<file path="src/rtl/spi_frame_rx.sv">
// SPI receive front-end: oversamples SCLK/COPI/CS_N in the clk domain and
// deserialises DATA_W-bit words into a valid/ready stream. It reports
// frame completion, dropped words, aborts and inter-edge timeouts.
module spi_frame_rx #(
    parameter bit          CPOL        = 1'b0,
    parameter bit          CPHA        = 1'b0,
    parameter int unsigned DATA_W      = 8,
    parameter int unsigned FRAME_LEN   = 113,
    parameter bit          MSB_FIRST   = 1'b1,
    parameter int unsigned TIMEOUT_CYC = 10000
) (
    input  logic                           clk,
    input  logic                           rst_n,
    input  logic                           sclk,
    input  logic                           copi,
    input  logic                           cs_n,
    input  logic                           rx_enable,
    output logic [DATA_W-1:0]              rx_data,
    output logic                           rx_valid,
    input  logic                           rx_ready,
    output logic                           rx_last,
    output logic [$clog2(FRAME_LEN+1)-1:0] word_idx,
    output logic                           overflow,
    output logic                           frame_done,
    output logic                           frame_err,
    output logic [1:0]                     err_code
);

    localparam int unsigned WIDX_W = $clog2(FRAME_LEN + 1);
    localparam int unsigned BIT_W  = $clog2(DATA_W);
    localparam int unsigned TMO_W  = $clog2(TIMEOUT_CYC + 1);

    typedef enum logic [1:0] {
        IDLE,
        SHIFT,
        WAIT_CS
    } state_t;

    state_t state_q, state_d;

    logic [2:0]        sclk_s, cs_s, copi_s;
    logic [1:0]        primed_q;
    logic              primed;
    logic              lead_edge, trail_edge, sample_edge;
    logic              cs_fall, cs_rise;

    logic [DATA_W-1:0] shift_q, shift_d;
    logic [BIT_W-1:0]  bit_cnt;
    logic [TMO_W-1:0]  tmo_cnt;
    logic              tmo_full;
    logic              done_ok;

    logic              start, abort, tmo_hit, shift_en, word_done, frame_end, close_ok;
    logic              last_word;

    // Three-flop synchronisers; primed_q masks CS edges until the chain has
    // flushed its reset value, so CS already low at reset exit never starts a frame.
    always_ff @(posedge clk or negedge rst_n) begin
        if (!rst_n) begin
            sclk_s   <= {3{CPOL}};
            cs_s     <= '1;
            copi_s   <= '0;
            primed_q <= '0;
        end else begin
            sclk_s <= {sclk_s[1:0], sclk};
            cs_s   <= {cs_s[1:0], cs_n};
            copi_s <= {copi_s[1:0], copi};
            if (primed_q != 2'd3) begin
                primed_q <= primed_q + 2'd1;
            end
        end
    end

    // Edge detection between synchroniser stages 2 and 3, plus shift-path data.
    always_comb begin
        primed      = (primed_q == 2'd3);
        lead_edge   = (sclk_s[2] == CPOL) && (sclk_s[1] != CPOL);
        trail_edge  = (sclk_s[2] != CPOL) && (sclk_s[1] == CPOL);
        sample_edge = CPHA ? trail_edge : lead_edge;
        cs_fall     = primed && cs_s[2] && !cs_s[1];
        cs_rise     = primed && !cs_s[2] && cs_s[1];
        tmo_full    = (tmo_cnt == TMO_W'(TIMEOUT_CYC));
        last_word   = (word_idx == WIDX_W'(FRAME_LEN - 1));
        if (MSB_FIRST) begin
            shift_d = {shift_q[DATA_W-2:0], copi_s[2]};
        end else begin
            shift_d = {copi_s[2], shift_q[DATA_W-1:1]};
        end
    end

    // FSM state register.
    always_ff @(posedge clk or negedge rst_n) begin
        if (!rst_n) begin
            state_q <= IDLE;
        end else begin
            state_q <= state_d;
        end
    end

    // FSM control strobes; abort outranks timeout, which outranks a sample edge.
    always_comb begin
        start     = 1'b0;
        abort     = 1'b0;
        tmo_hit   = 1'b0;
        shift_en  = 1'b0;
        word_done = 1'b0;
        close_ok  = 1'b0;
        case (state_q)
            IDLE: begin
                start = cs_fall && rx_enable;
            end
            SHIFT: begin
                if (cs_rise) begin
                    abort = 1'b1;
                end else if (tmo_full) begin
                    tmo_hit = 1'b1;
                end else if (sample_edge) begin
                    shift_en  = 1'b1;
                    word_done = (bit_cnt == BIT_W'(DATA_W - 1));
                end
            end
            WAIT_CS: begin
                close_ok = cs_rise && done_ok;
            end
            default: begin
            end
        endcase
        frame_end = word_done && last_word;
    end

    // FSM next-state logic.
    always_comb begin
        state_d = state_q;
        case (state_q)
            IDLE: begin
                if (start) begin
                    state_d = SHIFT;
                end
            end
            SHIFT: begin
                if (abort) begin
                    state_d = IDLE;
                end else if (tmo_hit || frame_end) begin
                    state_d = WAIT_CS;
                end
            end
            WAIT_CS: begin
                if (cs_rise) begin
                    state_d = IDLE;
                end
            end
            default: begin
                state_d = IDLE;
            end
        endcase
    end

    // Frame bookkeeping: shifter, bit/word counters, timeout, status pulses.
    always_ff @(posedge clk or negedge rst_n) begin
        if (!rst_n) begin
            shift_q    <= '0;
            bit_cnt    <= '0;
            word_idx   <= '0;
            tmo_cnt    <= '0;
            done_ok    <= 1'b0;
            err_code   <= 2'b00;
            frame_done <= 1'b0;
            frame_err  <= 1'b0;
        end else begin
            frame_done <= close_ok;
            frame_err  <= abort || tmo_hit;
            if (start) begin
                bit_cnt  <= '0;
                word_idx <= '0;
                err_code <= 2'b00;
                done_ok  <= 1'b0;
            end
            if (abort) begin
                err_code <= 2'b01;
            end
            if (tmo_hit) begin
                err_code <= 2'b10;
                done_ok  <= 1'b0;
            end
            if (start || shift_en) begin
                tmo_cnt <= '0;
            end else if (state_q == SHIFT && !tmo_full) begin
                tmo_cnt <= tmo_cnt + TMO_W'(1);
            end
            if (shift_en) begin
                shift_q <= shift_d;
                bit_cnt <= word_done ? '0 : bit_cnt + BIT_W'(1);
            end
            if (word_done) begin
                word_idx <= word_idx + WIDX_W'(1);
            end
            if (frame_end) begin
                done_ok <= 1'b1;
            end
        end
    end

    // Output register, independent of the FSM so a pending word survives
    // abort, timeout and return to IDLE; a completed word that finds it full
    // and not being drained this cycle is dropped and flagged.
    always_ff @(posedge clk or negedge rst_n) begin
        if (!rst_n) begin
            rx_data  <= '0;
            rx_valid <= 1'b0;
            rx_last  <= 1'b0;
            overflow <= 1'b0;
        end else begin
            if (start) begin
                overflow <= 1'b0;
            end
            if (word_done && (!rx_valid || rx_ready)) begin
                rx_data  <= shift_d;
                rx_valid <= 1'b1;
                rx_last  <= last_word;
            end else begin
                if (word_done) begin
                    overflow <= 1'b1;
                end
                if (rx_valid && rx_ready) begin
                    rx_valid <= 1'b0;
                    rx_last  <= 1'b0;
                end
            end
        end
    end

endmodule

</file>
<file path="config.mk">
export PLATFORM = sky130hd
export DESIGN_NAME = spi_frame_rx
export DESIGN_NICKNAME = d
export VERILOG_FILES = /design/src/rtl/spi_frame_rx.sv
export SDC_FILE = /design/constraint.sdc
export NUM_CORES = 1
export LEC_CHECK = 0
export CORE_MARGIN = 3
export CORE_UTILIZATION = 50
export DETAILED_ROUTE_END_ITERATION = 7
export GPL_TIMING_DRIVEN = 0
export PLACE_DENSITY = 0.72
export SYNTH_ARGS = -nofsm -noshare
export SYNTH_HDL_FRONTEND = slang
export SYNTH_SLANG_ARGS = --single-unit
export TNS_END_PERCENT = 10
</file>
<file path="constraint.sdc">
create_clock -name clk -period 2.47 [get_ports clk]
set_input_delay 0.3705 -clock clk [delete_from_list [all_inputs] [get_ports clk]]
set_output_delay 0.3705 -clock clk [all_outputs]
set_load 0.1 [all_outputs]
</file>
# Word level (Yosys, flattened, before mapping)
# Cells that the tools add are included.
word_totals:
  word_cells: 98
  regBits: 60
  input_bits: 7
op_classes:
  bitwise: 1
  addsub: 4
  eq_ne: 10
  n_mux: 39
  reduce_logical: 27
ops:
  columns: ["operator", "count"]
  rows:
  - ["2-to-1 mux 14 bit", 2]
  - ["2-to-1 mux 1 bit", 24]
  - ["adder 14 x 1 -> 14 bit (second input constant)", 1]
  - ["equality test 14 bit (second input constant)", 1]
  - ["2-to-1 mux 2 bit", 7]
  - ["2-to-1 mux 7 bit", 2]
  - ["logical AND 1 bit", 11]
  - ["2-to-1 mux 3 bit", 3]
  - ["nonzero test 2 bit", 4]
  - ["adder 7 x 1 -> 7 bit (second input constant)", 1]
  - ["equality test 7 bit (second input constant)", 1]
  - ["inequality test 2 bit (second input constant)", 3]
  - ["one-hot mux 2 bit (3 select lines)", 1]
  - ["nonzero test 3 bit", 2]
  - ["equality test 2 bit (second input constant)", 2]
  - ["logical NOT 1 bit", 4]
  - ["logical OR 1 bit", 4]
  - ["adder 3 x 1 -> 3 bit (second input constant)", 1]
  - ["equality test 3 bit (second input constant)", 1]
  - ["inequality test 3 bit (second input constant)", 1]
  - ["AND reduction 3 bit", 1]
  - ["adder 2 x 1 -> 2 bit (second input constant)", 1]
  - ["equality test 2 x 1 -> 1 bit (second input constant)", 1]
  - ["logical NOT 2 bit", 1]
  - ["inverter 1 bit", 1]

# Logic depth before layout (Yosys ltp)
depth:
  word_depth: 11
  ltp_mapped: 8
  mapped_depth_nobuf: 6

# Worst setup path after synthesis
# No wires, ideal clock.
synth_timing:
  kind: "reg-to-reg"
  startpoint: "register tmo_cnt[2]"
  endpoint: "register rx_data[0]"
  path_stages_with_launch: 6
  path_buffers: 1
  required_time_ns: 2.344
  path_slack_ns: 0.283
  t_arrival_ns: 2.061
  path_cell_list: "dfrtp_1 or4_1 or4_1 buf_2 nand4b_4 mux2_2"
synth_between:
  elab_chain_cells: 5
synth_lines:
  columns: ["element", "line_no", "text"]
  rows:
  - ["start, declared", "49", "logic [TMO_W-1:0] tmo_cnt;"]
  - ["start signal, assigned", "188", "tmo_cnt <= tmo_cnt + TMO_W'(1);"]
  - ["equality test 14 bit", "82", "tmo_full = (tmo_cnt == TMO_W'(TIMEOUT_CYC));"]
  - ["2-to-1 mux 1 bit", "115", "end else if (tmo_full) begin"]
  - ["2-to-1 mux 1 bit", "113", "if (cs_rise) begin"]
  - ["2-to-1 mux 1 bit", "108", "case (state_q)"]
  - ["logical AND 1 bit", "216", "if (word_done && (!rx_valid || rx_ready)) begin"]
  - ["end signal, assigned", "217", "rx_data <= shift_d;"]
  - ["end, declared", "18", "output logic [DATA_W-1:0] rx_data,"]
# Every way passes these cells.
# A chain may end at the register's enable or synchronous reset.

# Worst setup path after layout
layout_timing:
  startpoint: "register tmo_cnt[2]"
  endpoint: "register rx_data[6]"
# Same word-level chain as after synthesis.

==> impl_metrics.csv <==
group,metric,value,unit
synthesis,syn_area_per_cell,11.3,um2
worst_setup_path,path_buf_inv,1,
clocking,cts_tree,"built",
layout,diodes,0,
worst_setup_path,cpPeakStageDelay,0.61,ns
layout,final_util,0.648,
synthesis,synth_warnings,0,
clocking,h-tree-depth,3,
worst_setup_path,critical_path_class,"reg -> reg",
synthesis,synth_enable_flop_cells,0,
grt,grt_pass1_wl,8980,um
floorplan,die_width,79.3,um
pwr,p_total,2.59,mW
sta,min_period,2.42,ns
sta,setup_tns,0,ns
clocking,ctsHoldBuffers,0,
grt,grt_max_degree,32,
synthesis,syn-instance-count,238,
floorplan,dieArea,6290,um2
detailed_routing,drc,0,
synthesis,ys_seq_area_frac,0.561,
layout,final_nets,292,
sta,fin_ws,0.0461,ns
floorplan,row_count,26,
sta,tightest_slew,0.973,ns
pwr,leakage,1.45,nW
worst_setup_path,critPathCaptureType,"flop",
clocking,clk_latency,0.34,ns
clocking,clockBufferDepth,2,
worst_setup_path,crit_path_frequent_cell,"or4_1",
worst_setup_path,setup.worst_path.start_class,"flop",
placement,pre_cts_slack,-0.127,ns
worst_setup_path,cpMaxStageDelayCell,"or4_1",
grt,gr-total-overflow,0,
placement,gp_congestion,0.799,
worst_setup_path,path_depth,5,
grt,grt_pass1_vias,1952,
layout,finalNonFillerCells,353,
synthesis,synthTopCellsByArea,"dfrtp_1 53%, mux2_2 6.7%, ha_1 3.3%",
synthesis,synth_area_leader_cell,"dfrtp_1",
pwr,cellPowerDensity,778,nW/um2
synthesis,synth_top_area_share,0.531,
synthesis,netlist_area,2690,um2
worst_setup_path,ff2ff_path_depth,5,
clocking,clkTransAtPathRegs,0.07,ns
grt,track_usage,0.187,
synthesis,synth_cell_types,41,
sta,fin_crit_sh,0.981,
detailed_routing,dr_total_vias,1931,
detailed_routing,drt-initial-drc-count,89,
placement,hpwl,3630,um
clocking,cts_inserted_buffers,9,
grt,antenna_found_initial,0,
placement,io_buffers,28,
sta,max_freq,413,MHz
floorplan,start_util,0.522,
worst_setup_path,arrival,2.65,ns
sta,report.final.slew_viol_count,0,
pwr,vdd_drop_max,0.555,mV
worst_setup_path,crit_path_max_fanout,8,
clocking,cts_root_buf,"clkbuf_8",
sta,finalSetupViolCount,0,
worst_setup_path,r2r_setup_slack,0.05,ns
detailed_routing,ant_nets,0,
floorplan,io_pins,29,
sta,hold_violations,0,
clocking,post_cts_buffers,0,
sta,slew_headroom,0.349,
synthesis,synth_ff_type,"dfrtp_1",
detailed_routing,first_pass_iters,5,
detailed_routing,wl_per_cell,14.8,um
sta,rsz0062_at_grt,"yes",
worst_setup_path,rr_endpoint,"rx_data[6]",
worst_setup_path,r2r-start,"tmo_cnt[2]",
hold_path,hold_path_class,"in -> async",
worst_setup_path,crit_chain,"or4_1 > or4_1 > buf_2 > nand4b_4 > mux2_2",
detailed_routing,routed_via_density,5.47,
floorplan,core_area,5140,um2
status,outcome,"finished clean",
floorplan,die-height,79.3,um
synthesis,ys_seq_elements,60,
synthesis,syn-num-nets,252,
detailed_routing,wl,5220,um
sta,finClkSkew,0.00759,ns
placement,placedCellCount,337,
layout,drive_gt1_frac,0.163,
synthesis,async_flop_share,1.00,
layout,syn_to_final_growth,24.0,%
clocking,cts_sinks,60,
worst_setup_path,cpLargestDelayFamily,"simple AND/OR/NAND/NOR gates",
flow_run,cap_violations,0,
worst_setup_path,cp.required,2.69,ns
-- synth_stat cells, types with 3 or more instances --
cell type	number
nand4_1	6
mux2_2	16
xor2_1	7
nand2_1	18
buf_2	3
o31ai_1	4
inv_1	13
nor3_1	6
a21oi_1	9
nand3_1	12
o21ai_0	11
nor2_1	14
or4_1	4
dfrtp_1	57
o221ai_1	3
ha_1	7
clkbuf_1	3
dfstp_2	3
o211ai_1	3
nand2b_1	7
or3_1	5
-- metrics by stage --
stage          area, um2  hold slack (ns)
6_report            3330           0.0746
5_1_grt             3330            0.117
4_1_cts             3310           0.0950
3_5_place_dp        3070            0.337
3_3_place_gp        3050            0.332
2_1_floorplan       2690           0.0749
-- worst max-delay path by stage --
stage	startpoint	to
after floorplan	tmo_cnt[2]	rx_data[0]
after global placement	rst_n	rx_data[5]
after detailed placement	tmo_cnt[2]	tmo_cnt[9]
after CTS	bit_cnt[0]	rx_last
after global routing	tmo_cnt[2]	rx_data[2]
final	tmo_cnt[2]	rx_data[6]
-- worst register-to-register path, stage by stage, from the launching register on --
cell and delay (ns):
dfrtp_1 0.46, or4_1 0.61, or4_1 0.53, buf_2 0.17, nand4b_4 0.17, mux2_2 0.36
-- power breakdown --
part	internal, mW	total (mW)	switching [mW]
Sequential	1.10	1.19	0.0947
Clock	0.624	1.02	0.392
Combinational	0.146	0.382	0.237
Total	1.86	2.59	0.724
-- kinds of logic after synthesis --
| family | share of synthesized area |
|---|---|
| multiplexers | 0.0746 |
| buffers and inverters | 0.0308 |
| AO/OA/AOI/OAI | 0.0857 |
| flip-flops | 0.561 |
| AND/OR/NAND/NOR | 0.186 |
| adder cells (fa/ha/maj) | 0.0326 |
| XOR/XNOR | 0.0294 |
-- what timing repair did --
item,CTS,global route
gates resized for setup,1,3
hold endpoints to repair,0,0
setup endpoints to repair,24,23
pin swaps,0,0
-- final cells by class --
cell class / count / area, um2
timing repair buffer: 29 / 295
inverter: 13 / 48.8
fill: 414 / 1810
multi-input combinational: 158 / 1120
clock inverter: 5 / 83.8
clock buffer: 11 / 151
sequential: 60 / 1510
tap: 70 / 87.6
buffer: 7 / 33.8
-- registers in the layout, indices dropped and copies added, names as in the netlist, 2 cells and up --
signal,count
state_q,2
word_idx,7
shift_q,7
cs_s,3
tmo_cnt,14
copi_s,3
rx_data,8
sclk_s,3
bit_cnt,3
err_code,2
primed_q,2
-- placed cells by master, fill, tap and decap left out, drive strengths merged, types with 2 or more instances in the layout --
master	instances
a21oi	9
and2	2
and4	2
and4b	2
buf	6
bufinv	2
clkbuf	14
clkdlybuf4s50	27
clkinvlp	2
dfrtp	57
dfstp	3
ha	7
inv	13
mux2	16
mux2i	2
nand2	18
nand2b	7
nand3	12
nand3b	2
nand4	6
nor2	14
nor2b	2
nor3	6
o211ai	3
o21ai	12
o221ai	3
o31ai	4
or3	5
or4	4
xnor2	2
xor2	7
-- layer usage --
metal  part of all wire  global-route usage
met1               0.47               0.234
met2               0.48               0.300
met3              0.039              0.0567
met4              0.015              0.0842
met5                  0                   0
Note: power is estimated with default switching activity, not from simulation.
